--- config.mk ---
export PLATFORM = sky130hd
export DESIGN_NAME = vga_code_loader
export DESIGN_NICKNAME = d
export VERILOG_FILES = /design/src/rtl/vga_code_loader.sv
export SDC_FILE = /design/constraint.sdc
export NUM_CORES = 1
export LEC_CHECK = 0
export BUFFER_PORTS_ARGS = -buffer_cell sky130_fd_sc_hd__buf_2
export CORE_ASPECT_RATIO = 1.5
export CORE_MARGIN = 4
export CORE_UTILIZATION = 59
export CTS_BUF_LIST = sky130_fd_sc_hd__clkbuf_16
export DETAILED_ROUTE_END_ITERATION = 10
export GPL_ROUTABILITY_DRIVEN = 0
export GPL_TIMING_DRIVEN = 0
export PLACE_DENSITY = 0.83
export SLEW_MARGIN = 20
export SYNTH_ARGS = -nofsm -noshare
export SYNTH_HDL_FRONTEND = slang
export SYNTH_SLANG_ARGS = --single-unit
--- constraint.sdc ---
create_clock -name clk -period 2.2 [get_ports clk]
set_input_delay 0.44 -clock clk [delete_from_list [all_inputs] [get_ports clk]]
set_output_delay 0.44 -clock clk [all_outputs]
set_load 0.02 [all_outputs]
--- src/rtl/vga_code_loader.sv ---
// Colour-word feeder for the VGA stage: buffers half-word writes in a shadow
// register and commits them to the live code word only at the start of vsync.
module vga_code_loader #(
  parameter logic [23:0] RESET_CODE  = 24'hF0000F,
  parameter int unsigned SWAP_FRAMES = 60
) (
  input  logic        clk,
  input  logic        rst,
  input  logic        vsync,
  input  logic        wr_valid,
  output logic        wr_ready,
  input  logic        wr_sel,
  input  logic [11:0] wr_color,
  input  logic        auto_swap,
  output logic [23:0] code,
  output logic        pending,
  output logic        frame_tick
);

  localparam int CNT_W = (SWAP_FRAMES > 1) ? $clog2(SWAP_FRAMES) : 1;
  localparam logic [CNT_W-1:0] CNT_LAST = CNT_W'(SWAP_FRAMES - 1);

  typedef enum logic [1:0] {
    IDLE    = 2'd0,
    PENDING = 2'd1,
    COMMIT  = 2'd2
  } state_t;

  state_t           state;
  state_t           state_next;
  logic             vsync_d;
  logic             vs_fall;
  logic             wr_accept;
  logic             swap_due;
  logic             swap_pending;
  logic [CNT_W-1:0] frame_cnt;
  logic [23:0]      shadow;
  logic [23:0]      commit_value;

  assign vs_fall      = vsync_d & ~vsync;
  assign wr_ready     = (state != COMMIT);
  assign pending      = (state == PENDING);
  assign wr_accept    = wr_valid & wr_ready;
  assign swap_due     = auto_swap & vs_fall & (frame_cnt == CNT_LAST);
  assign commit_value = swap_pending ? {shadow[11:0], shadow[23:12]} : shadow;

  always_ff @(posedge clk) begin
    if (rst) begin
      vsync_d    <= 1'b1;
      frame_tick <= 1'b0;
    end else begin
      vsync_d    <= vsync;
      frame_tick <= vs_fall;
    end
  end

  // Frame counter only runs while auto-swap is enabled, so each enable starts a fresh period.
  always_ff @(posedge clk) begin
    if (rst) begin
      frame_cnt <= '0;
    end else if (!auto_swap) begin
      frame_cnt <= '0;
    end else if (vs_fall) begin
      if (frame_cnt == CNT_LAST) begin
        frame_cnt <= '0;
      end else begin
        frame_cnt <= frame_cnt + CNT_W'(1);
      end
    end
  end

  always_ff @(posedge clk) begin
    if (rst) begin
      swap_pending <= 1'b0;
    end else if (swap_due) begin
      swap_pending <= 1'b1;
    end else if (state == COMMIT) begin
      swap_pending <= 1'b0;
    end
  end

  always_ff @(posedge clk) begin
    if (rst) begin
      state <= IDLE;
    end else begin
      state <= state_next;
    end
  end

  always_comb begin
    state_next = state;
    unique case (state)
      IDLE: begin
        if (vs_fall) begin
          if (swap_due || wr_accept) begin
            state_next = COMMIT;
          end
        end else if (wr_accept) begin
          state_next = PENDING;
        end
      end
      PENDING: begin
        if (vs_fall) begin
          state_next = COMMIT;
        end
      end
      COMMIT: begin
        state_next = IDLE;
      end
      default: begin
        state_next = IDLE;
      end
    endcase
  end

  // The commit rewrites the shadow too, so a swap persists into later edits.
  always_ff @(posedge clk) begin
    if (rst) begin
      shadow <= RESET_CODE;
    end else if (state == COMMIT) begin
      shadow <= commit_value;
    end else if (wr_accept) begin
      if (wr_sel) begin
        shadow[11:0] <= wr_color;
      end else begin
        shadow[23:12] <= wr_color;
      end
    end
  end

  always_ff @(posedge clk) begin
    if (rst) begin
      code <= RESET_CODE;
    end else if (state == COMMIT) begin
      code <= commit_value;
    end
  end

endmodule

==> out/results.txt <==
Outcome -> finished, final reports clean
Antenna cells -> 0
Global Route Usage Sum -> 27.0%
Worst-path fanout max -> 10
HPWL Detailed -> 4550 µm
CTS Buf Count -> 9
Clk sinks -> 59
DR WL/cell -> 16.6 µm
Most frequent cells in the layout -> 59 x dfxtp_1, 49 x buf_2, 38 x nor2_1, 26 x nor3_1, 23 x nand2_1
Layout fillers -> 349
Worst hold margin -> 0.318 ns
Worst setup path endpoint -> wr_ready
Switching pwr -> 0.000663 W
Yosys reg bits -> 59
Netlist cell types -> 36
Slew Limit Fails -> 0
Die W -> 62.0 µm
Core Util, Final -> 73.1%
Net Sw Frac -> 25.1%
Resize count post-CTS -> 0
Comb pwr share -> 10.8%
CTS tree -> done
Register share of total power -> 44.1%
R2R depth -> 6
I/O Pins -> 45
Mapped Nets -> 314
Tot Pwr -> 0.00264 W
Path type of the worst min-delay path -> in -> reg
Max_cap viols -> 0
Synthesis-to-finish area growth -> 20.3%
Clock transition at the registers of the reported paths -> 0.05 ns
Post-Syn Area -> 2580 µm²
Port Buf Inserts -> 43
Antenna violations before repair -> 0
Final min period -> 1.78 ns
Most common cell after layout, fill and taps aside -> dfxtp_1
Clk_skew -> 0.00347 ns
Die height -> 89.0 µm
Syn Inst Count -> 295
CP required -> 1.76 ns
Max rail drop VDD -> 0.000976 V
Clk pwr share -> 45.0%
PD cells -> 850 nW/µm²
Initial DRC count -> 100
Core Box Area -> 4250 µm²
Total gr overflow -> 0
Final #Nets -> 368
Post-DRT Antenna Nets -> 0
Setup TNS -> 0 ns
CP Data Arrival Time -> 1.34 ns
Via count of the first global-routing pass -> 2314
Synth Warn # -> 0
Register area share after synthesis -> 45.8%
Finish-stage setup viols -> 0
DR vias -> 2325
Critical path launch point type -> flip-flop
Crit Path Class -> reg -> out
Largest net degree at the start of global routing -> 11
CP endpoint kind -> output port
Place WS -> 0.419 ns
Die area -> 5510 µm²
Final hold violations -> 0
FMAX -> 562 MHz
Root Driver -> clkbuf_16
Least-Margin Pin Slew -> 0.591 ns
Pint -> 0.00197 W
DRC -> 0
H-tree levels -> 3
DR vias/cell -> 5.81
R2R Setup Slk -> 0.46 ns
Routed wire length -> 6650 µm
Post-CTS setup buffers -> 0
Crit. Startpoint -> state[1]
Syn Area/Cell -> 8.74 µm²
RSZ-0062 raised after global routing -> false
Site Rows -> 29
Reg2reg end -> shadow[8]
Drt first pass iters -> 4
R2R Path Start -> state[1]
Pleak -> 1.27 nW
Clk buf depth -> 2
Worst skew pair latency -> 0.33 ns
Slew HR -> 60.6%
Period utilization -> 80.9%
Setup slack after layout -> 0.421 ns
Starting Density -> 60.7%
Post-CTS Hold Buffers -> 0
Share of cells above drive strength 1 -> 22.3%
First-pass GRT wire length -> 10800 µm
[cells by family (layout without fill, tap and decap cells)]
logic type	count (synthesis)	count (layout)	share of synthesized area (%)
fa+ha+maj	1	1	0.485
xor+xnor	3	3	1.02
flops	59	59	45.8
simple gates	142	142	28.0
buf+inv	24	83	5.24
compound gates	66	66	19.5
[area by class of cell]
class / count / area [µm²] / area share (%)
clock inverters: 7 / 26.3 / 0.847
inverters: 3 / 11.3 / 0.363
clock buffers: 9 / 225 / 7.26
flip-flops and latches: 59 / 1180 / 38.1
multi-input cells: 212 / 1260 / 40.7
repair buffers: 43 / 215 / 6.94
plain buffers: 21 / 124 / 3.99
well taps: 46 / 57.6 / 1.86
[flip-flops by register name, summed over array words and instances (netlist names)]
name and count:
frame_cnt 6, shadow 24, swap_pending 1, code 24, state 2, frame_tick 1
vsync_d 1
[synth_stat cells, drive strengths merged]
| library cell | n | share of area (%) |
|---|---|---|
| a21oi | 21 | 4.2 |
| clkbuf | 8 | 1.2 |
| ha | 1 | 0.49 |
| buf | 13 | 3.6 |
| nand3 | 4 | 0.78 |
| o211a | 1 | 0.39 |
| o21bai | 8 | 2.3 |
| nand2 | 23 | 3.3 |
| a2111oi | 1 | 0.34 |
| nor2b | 23 | 5.9 |
| nand2b | 2 | 0.49 |
| a211o | 8 | 2.7 |
| nor4 | 1 | 0.24 |
| nor2 | 38 | 5.5 |
| or4b | 1 | 0.39 |
| xnor2 | 2 | 0.68 |
| a211oi | 25 | 8.8 |
| or2 | 1 | 0.24 |
| dfxtp | 59 | 46 |
| inv | 3 | 0.44 |
| and2b | 4 | 1.2 |
| nor3 | 27 | 5.4 |
| o31ai | 1 | 0.29 |
| or3 | 16 | 3.9 |
| and3 | 1 | 0.24 |
| a41oi | 1 | 0.34 |
| xor2 | 1 | 0.34 |
| or4 | 1 | 0.29 |
[metrics by stage]
step	cell area, µm²	std cells
after floorplan	2580	295
after global placement	2850	384
after detailed placement	2850	384
after CTS	3100	400
after global routing	3100	400
final	3100	400
[how the worst min path moves through the flow]
stage,from,end,cells after the start
floorplan,state[1],state[0],1
global placement,shadow[18],shadow[18],2
detailed placement,shadow[5],shadow[5],2
CTS,vsync,vsync_d,2
global route,vsync,vsync_d,2
finish,vsync,vsync_d,2
[worst max-delay path: stages, from the launching register on]
cell,delay (ns)
dfxtp_1,0.37
nor2b_4,0.20
inv_2,0.10
buf_6,0.17
buf_2,0.17
[power by group through the flow]
stage	Combinational (W)	Sequential [W]	Clock [W]
final	0.000286	0.00116	0.00119
after global routing	0.000314	0.00117	0.00124
after CTS	0.000285	0.00116	0.00118
after detailed placement	0.000281	0.00118	0
after global placement	0.000274	0.00118	0
after floorplan	0.000175	0.00120	0
[per-layer routing]
| metal | global-route usage [%] | up-vias | part of all wire, % |
|---|---|---|---|
| met5 | 0 | - | 0 |
| met4 | 18.1 | 0 | 3.2 |
| met3 | 4.19 | 17 | 5.0 |
| met2 | 44.7 | 63 | 51 |
| met1 | 30.7 | 1089 | 41 |
| li1 | - | 1156 | - |
(Power assumes the default switching activity.)
